**src/rtl/binary_maxpool_packer.sv**
```systemverilog
// binary_maxpool_packer: 2x2/stride-2 OR pooling of a raster binary stream,
// LSB-first word packing, FWFT word FIFO with valid/ready output.
// Ports: clk, rst (sync, active-low), frame_start, in_valid, in_bit,
//   out_valid/out_ready/out_data/out_last (FIFO head), busy, frame_done,
//   overflow (sticky word drop).
module binary_maxpool_packer #(
  parameter int IMG_W      = 32,
  parameter int IMG_H      = 32,
  parameter int WORD_W     = 8,
  parameter int FIFO_DEPTH = 4
) (
  input  logic              clk,
  input  logic              rst,
  input  logic              frame_start,
  input  logic              in_valid,
  input  logic              in_bit,
  output logic              out_valid,
  input  logic              out_ready,
  output logic [WORD_W-1:0] out_data,
  output logic              out_last,
  output logic              busy,
  output logic              frame_done,
  output logic              overflow
);

  localparam int CW = $clog2(IMG_W);
  localparam int RW = $clog2(IMG_H);
  localparam int HW = IMG_W / 2;
  localparam int XW = (HW > 1) ? $clog2(HW) : 1;
  localparam int PW = $clog2(WORD_W) + 1;
  localparam int AW = (FIFO_DEPTH > 1) ? $clog2(FIFO_DEPTH) : 1;

  typedef enum logic [1:0] {
    IDLE,
    ACTIVE,
    FLUSH
  } state_t;

  state_t state, state_nx;

  logic [CW-1:0]     col;
  logic [RW-1:0]     row;
  logic              h;
  logic [HW-1:0]     lbuf;
  logic [WORD_W-1:0] pack;
  logic [PW-1:0]     pcnt;

  logic              pw_vld;
  logic [WORD_W-1:0] pw_data;
  logic              pw_last;

  logic              acc;
  logic [CW-1:0]     col_e;
  logic [RW-1:0]     row_e;
  logic [XW-1:0]     hx;
  logic              pair;
  logic              pooled;
  logic              pool_en;
  logic              last_px;
  logic              word_full;
  logic [WORD_W-1:0] word_nx;

  // frame_start restarts at (0,0) and the same-cycle pixel counts as (0,0)
  assign acc     = in_valid & (frame_start | (state == ACTIVE));
  assign col_e   = frame_start ? '0 : col;
  assign row_e   = frame_start ? '0 : row;
  assign hx      = XW'(col_e >> 1);
  assign pair    = h | in_bit;
  assign pooled  = lbuf[hx] | pair;
  assign pool_en = acc & col_e[0] & row_e[0];
  assign last_px = acc && (row_e == RW'(IMG_H - 1))
                   && (col_e == CW'(IMG_W - 1));
  assign word_nx = pack | (WORD_W'(pooled) << pcnt);
  assign word_full = pool_en && (pcnt == PW'(WORD_W - 1));

  always_ff @(posedge clk) begin
    if (!rst) state <= IDLE;
    else      state <= state_nx;
  end

  always_comb begin
    state_nx = state;
    case (state)
      IDLE:    state_nx = IDLE;
      ACTIVE:  if (last_px) state_nx = FLUSH;
      FLUSH:   state_nx = IDLE;
      default: state_nx = IDLE;
    endcase
    if (frame_start) state_nx = ACTIVE;
  end

  always_ff @(posedge clk) begin
    if (!rst) begin
      col        <= '0;
      row        <= '0;
      h          <= 1'b0;
      lbuf       <= '0;
      pack       <= '0;
      pcnt       <= '0;
      pw_vld     <= 1'b0;
      pw_data    <= '0;
      pw_last    <= 1'b0;
      busy       <= 1'b0;
      frame_done <= 1'b0;
    end else begin
      pw_vld     <= word_full;
      pw_data    <= word_nx;
      pw_last    <= last_px;
      frame_done <= 1'b0;
      if (frame_start) begin
        row  <= '0;
        col  <= CW'(acc);
        pack <= '0;
        pcnt <= '0;
        busy <= 1'b1;
        if (acc) h <= in_bit;
      end else begin
        if (acc) begin
          if (!col[0])      h          <= in_bit;
          else if (!row[0]) lbuf[hx]   <= pair;
          if (col == CW'(IMG_W - 1)) begin
            col <= '0;
            row <= row + 1'b1;
          end else begin
            col <= col + 1'b1;
          end
          if (pool_en) begin
            if (word_full) begin
              pack <= '0;
              pcnt <= '0;
            end else begin
              pack <= word_nx;
              pcnt <= pcnt + 1'b1;
            end
          end
        end
        if (state == FLUSH) begin
          row        <= '0;
          col        <= '0;
          pack       <= '0;
          pcnt       <= '0;
          busy       <= 1'b0;
          frame_done <= 1'b1;
        end
      end
    end
  end

  // full-word pushes are registered; the FLUSH partial push is direct,
  // and the two never coincide (a full final word leaves pcnt at 0)
  logic            flush_push;
  logic            wr_en;
  logic [WORD_W:0] wr_data;

  assign flush_push = (state == FLUSH) && (pcnt != '0) && !frame_start;
  assign wr_en      = pw_vld | flush_push;
  assign wr_data    = pw_vld ? {pw_last, pw_data} : {1'b1, pack};

  logic [WORD_W:0] mem [FIFO_DEPTH];
  logic [AW-1:0]   rp, wp;
  logic [AW:0]     cnt;
  logic            full, pop, push_ok;

  function automatic logic [AW-1:0] nxt(input logic [AW-1:0] p);
    return (p == AW'(FIFO_DEPTH - 1)) ? '0 : p + 1'b1;
  endfunction

  assign full      = (cnt == (AW + 1)'(FIFO_DEPTH));
  assign out_valid = (cnt != '0);
  assign pop       = out_valid & out_ready;
  assign push_ok   = wr_en & (~full | pop);
  assign out_data  = out_valid ? mem[rp][WORD_W-1:0] : '0;
  assign out_last  = out_valid & mem[rp][WORD_W];

  always_ff @(posedge clk) begin
    if (push_ok) mem[wp] <= wr_data;
  end

  always_ff @(posedge clk) begin
    if (!rst) begin
      rp       <= '0;
      wp       <= '0;
      cnt      <= '0;
      overflow <= 1'b0;
    end else begin
      if (push_ok) wp <= nxt(wp);
      if (pop)     rp <= nxt(rp);
      case ({push_ok, pop})
        2'b10:   cnt <= cnt + 1'b1;
        2'b01:   cnt <= cnt - 1'b1;
        default: cnt <= cnt;
      endcase
      if (frame_start)              overflow <= 1'b0;
      else if (wr_en & full & ~pop) overflow <= 1'b1;
    end
  end

endmodule
```
**config.mk**
```make
export PLATFORM = sky130hd
export DESIGN_NAME = binary_maxpool_packer
export DESIGN_NICKNAME = d
export VERILOG_FILES = /design/src/rtl/binary_maxpool_packer.sv
export SDC_FILE = /design/constraint.sdc
export NUM_CORES = 1
export LEC_CHECK = 0
export ABC_AREA = 1
export BUFFER_PORTS_ARGS = -buffer_cell sky130_fd_sc_hd__buf_2
export CAP_MARGIN = 10
export CORE_MARGIN = 5
export CORE_UTILIZATION = 50
export CTS_BUF_LIST = sky130_fd_sc_hd__clkbuf_8
export DETAILED_ROUTE_END_ITERATION = 12
export GPL_ROUTABILITY_DRIVEN = 1
export PLACE_DENSITY = 0.67
export SLEW_MARGIN = 20
export SYNTH_ARGS = -nofsm -noshare
export SYNTH_HDL_FRONTEND = slang
export SYNTH_SLANG_ARGS = --single-unit
```
**constraint.sdc**
```tcl
create_clock -name clk -period 2.4 [get_ports clk]
set_clock_uncertainty 0.2 [all_clocks]
set_input_delay 0.48 -clock clk [delete_from_list [all_inputs] [get_ports clk]]
set_output_delay 0.48 -clock clk [all_outputs]
set_load 0.1 [all_outputs]
```
# Word-level counts from Yosys, hierarchy flattened
# Memories as Yosys holds them, arrays and structs flattened. A register that Yosys moved wholly into a read port is not among the register bits.
# Cells that the tools add are included.
# Widths: inputs -> output; s select.
# classes
n_mux,32
n_eq_ne,13
shifts,1
magnitude_cmp,2
bitwise,20
addsub,7
reduce_logical,19
# op_table
cell,count
$mux 1,17
$bwmux 16,1
$mux 8,2
$eq 5x5->1 const B,3
$mux 5,3
$add 5x1->5 const B,2
$mux 9,1
$and 1x1->1,8
$eq 2x2->1 const B,4
$mux 2,4
$or 8x8->8,1
$shl 1x4->8,1
$logic_and 1x1->1,6
$not 1->1,6
$pmux 3 s2,1
$reduce_and 2->1,3
$reduce_bool 3->1,2
$reduce_or 3->1,2
$lt 4x5->1 const B,1
$or 1x1->1,5
$add 2x1->2 const B,2
$add 4x1->4 const B,1
$bmux 1 s4,1
$demux 1 s4,1
14 further kinds,16
# word_totals
n_memories,1
ram_bits,36
output_inout_bits,13
register_bits,61
# mem_list
name,words,width,read_ports,rd_ports_with_merged_regs,write_ports,line_no,rtl
mem,4,9,1,1,1,159,logic [WORD_W:0] mem [FIFO_DEPTH];

# Longest topological paths before layout
# depth
word_depth,8
mapped_depth,13
ltp_nobuf,12

# Worst setup path before layout
# No wires, ideal clock.
# synth_timing
path_type,register -> output
startpoint,register cnt[0]
endpoint,output out_data[0]
n_path_buf,0
arrival_ns,2.781
path_stages_with_launch,5
slack_ns,-1.061
cell_sequence,dfxtp_1 -> nor2_1 -> nand2_1 -> inv_2 -> a21oi_1
# synth_between
elab_chain_cells,2
# synth_lines
item,line_no,rtl
start: declaration,161,logic [AW:0] cnt;
start signal: assignment,189,2'b10: cnt <= cnt + 1'b1;
start signal: assignment,190,2'b01: cnt <= cnt - 1'b1;
start signal: assignment,191,default: cnt <= cnt;
$reduce_bool 3->1,169,assign out_valid = (cnt != '0);
named net out_valid,17,"output logic out_valid,"
$mux 8,172,assign out_data = out_valid ? mem[rp][WORD_W-1:0] : '0;
end: declaration,19,"output logic [WORD_W-1:0] out_data,"
# The timed path passes the listed nets, and every way through them passes these cells.

==> impl_metrics.tcl <==
set metrics [dict create \
    yosysWarningCount 0 \
    hold_path_class "in -> reg" \
    clkTransAtPathRegs_ns 0.10 \
    layout_commonest_cell "nor2_1" \
    whs_ns 0.208 \
    multi_input_area_um2 1800 \
    tightestPinTransition_ns 0.578 \
    clockBufferDepth 2 \
    gr-total-overflow 0 \
    syn_nets 525 \
    p_sw_share_pct 39.9 \
    grt_pass1_wl_um 14900 \
    cts.hold.buffers_added 0 \
    drc 0 \
    syn_area_per_cell_um2 8.62 \
    ys_types 30 \
    syn_inst 508 \
    port_buffers 18 \
    hold_violations 0 \
    setup_viol 0 \
    synth_edf_count 36 \
    insertion_delay_ns 0.36 \
    die_x_um 104 \
    die-area_um2 10700 \
    final_layout_size_suffix_gt1_share_pct 14.9 \
    n_fill_cell 773 \
    grt_pass1_vias 3260 \
    cp-start-kind "register" \
    gr-usage-met1_pct 19.8 \
    worst_ep_required_time_ns 1.72 \
    min_period_ns 2.32 \
    grt_usage_pct 16.5 \
    final_cells 651 \
    via_per_inst 5.19 \
    final_cell_mix "nor2_1 (75), inv_1 (64), dfxtp_1 (62)" \
    seq_area_frac_synth_pct 53.5 \
    grt_busiest_layer "met2" \
    drtPass1Iterations 4 \
    drt_iter0_markers 135 \
    synth_async_sr_flop_share_pct 0 \
    die_y_um 104 \
    gr-usage-met3_pct 2.74 \
    htree_levels 3 \
    gp_congestion 0.834 \
    core_um2 8640 \
    ant_nets 0 \
    seq_area_um2 2350 \
    sequentialPowerShare_pct 40.7 \
    status "complete, no violations" \
    dr_total_vias 3381 \
    clock_sinks 99 \
    diodes 0 \
    synth_ff_type "dfxtp_1" \
    criticalPathCategory "reg -> out" \
    power_density_nw_per_um2 884 \
    p_sw_mw 1.80 \
    comb_power_share_pct 37.3 \
    intPower_mw 2.71 \
    wl_um 8560 \
    p_clk_share_pct 22.0 \
    grt_start_max_net_pins 27 \
    fp-row-count 34 \
    crit_fanout 17 \
    max_slew_margin_pct 61.1 \
    cts-root-buf "clkbuf_8" \
    grtUsageMet2_pct 29.6 \
    cp.arrival_ns 1.64 \
    ir_drop_v 0.000491 \
    rsz0062_at_grt "yes" \
    fmaxAchievable_mhz 432 \
    antenna_found_initial 0 \
    cts_buffers 9 \
    drv_slew 0 \
    synth_seq_cells 99 \
    dp.cells 634 \
    drv_cap 0 \
    finalCritPeriodShare_pct 96.5 \
    power_leakage_nw 1.90 \
    hpwlAfterDp_um 6320 \
    nets 555 \
    cts_tree "yes" \
    endpoint_kind "output port" \
    syn-cell-area_um2 4380 \
    wire_per_inst_um 13.2 \
    synthToLayoutAreaGrowth_pct 16.3 \
    num_io_pins 19 \
    start_util_pct 50.7 \
]
## power by group through the flow
| stage | Combinational, mW | Sequential (mW) | Clock [mW] |
|---|---|---|---|
| 5_1_grt | 1.78 | 1.84 | 1.10 |
| 3_5_place_dp | 1.66 | 1.86 | 0 |
| 3_3_place_gp | 1.65 | 1.86 | 0 |
| 6_report | 1.68 | 1.83 | 0.992 |
| 4_1_cts | 1.70 | 1.83 | 1.03 |
| 2_1_floorplan | 1.18 | 1.85 | 0 |
## cell families (layout without fill, tap and decap cells)
kind of cell / after synthesis / in the layout / share of synthesized area, %
simple gates: 184 / 184 / 19.0
compound gates: 128 / 128 / 16.2
flops: 99 / 99 / 53.5
buf+inv: 85 / 120 / 7.80
fa+ha+maj: 11 / 11 / 3.31
xor+xnor: 1 / 1 / 0.200
## cell type report
class | instances | area share (%)
inverters | 73 | 5.63
well taps | 108 | 2.65
multi-input cells | 324 | 35.4
repair buffers | 31 | 6.58
flip-flops and latches | 99 | 46.1
clock inverters | 7 | 1.20
clock buffers | 9 | 2.43
## final timing paths
check,startpoint,to,slack (ns),depth (start not counted)
min,in_bit,h$_SDFFE_PN0P_,0.21,3
min reg2reg,h$_SDFFE_PN0P_,h$_SDFFE_PN0P_,0.27,2
max reg2reg,pcnt[1]$_SDFFE_PP0P_,cnt[2]$_SDFFE_PN0P_,0.24,10
max,register,out_data[5],0.08,5
## metrics by stage
step | area [um2] | setup TNS [ns] | worst slack, ns | util [%] | total power, mW
after detailed placement | 4880 | 0 | 0.179 | 56.5 | 3.52
after global routing | 5090 | -0.0422 | -0.0185 | 59.0 | 4.72
after CTS | 5090 | 0 | 0.0433 | 59.0 | 4.56
after global placement | 4880 | 0 | 0.214 | 56.5 | 3.51
final | 5090 | 0 | 0.0830 | 59.0 | 4.50
after floorplan | 4490 | 0 | 0.00350 | - | 3.03
## cell usage after synthesis (3+ instances only)
library cell  count  area share, %
nor2_1           75            6.4
inv_1            65            5.6
dfxtp_1          63             29
nand2_1          60            5.1
a21oi_1          56            6.4
o21ai_0          50            5.7
edfxtp_1         36             25
nand3_1          17            1.9
a311oi_1         14            2.8
clkbuf_1         10           0.86
ha_1             10            2.9
nand4_1           8            1.1
nor3_1            6           0.69
inv_2             5           0.43
nor2_4            5            1.3
nand2_4           4            1.0
nand2_2           3           0.43
nor2_2            3           0.43
o21ai_1           3           0.34
## what timing repair did
action / in CTS / in global routing
resized for setup: 13 / 4
endpoints found under the setup margin: 9 / 6
buffers inserted: 1 / 0
## flip-flops by register name, summed over array words and instances, names as in the netlist, named ones only
register    flops
pw_last         1
lbuf           16
busy            1
col             5
wp              2
rp              2
overflow        1
cnt             3
pack            8
frame_done      1
state           2
pw_vld          1
mem            36
h               1
pcnt            4
row             5
pw_data         8
## layer usage
| layer | vias up | part of all wire, % | wire length (um) |
|---|---|---|---|
| li1 | 1764 | - | - |
| met1 | 1570 | 45 | 3810 |
| met3 | 11 | 2.3 | 201 |
| met5 | - | 0 | 0 |
| met4 | 0 | 1.5 | 125 |
| met2 | 36 | 52 | 4420 |
## critical path: stages (launching register included)
cell        delay [ns]
dfxtp_4           0.41
clkinvlp_4        0.12
buf_12            0.16
o21ai_0           0.30
a21oi_4           0.10
buf_12            0.18
(Power assumes the default switching activity.)
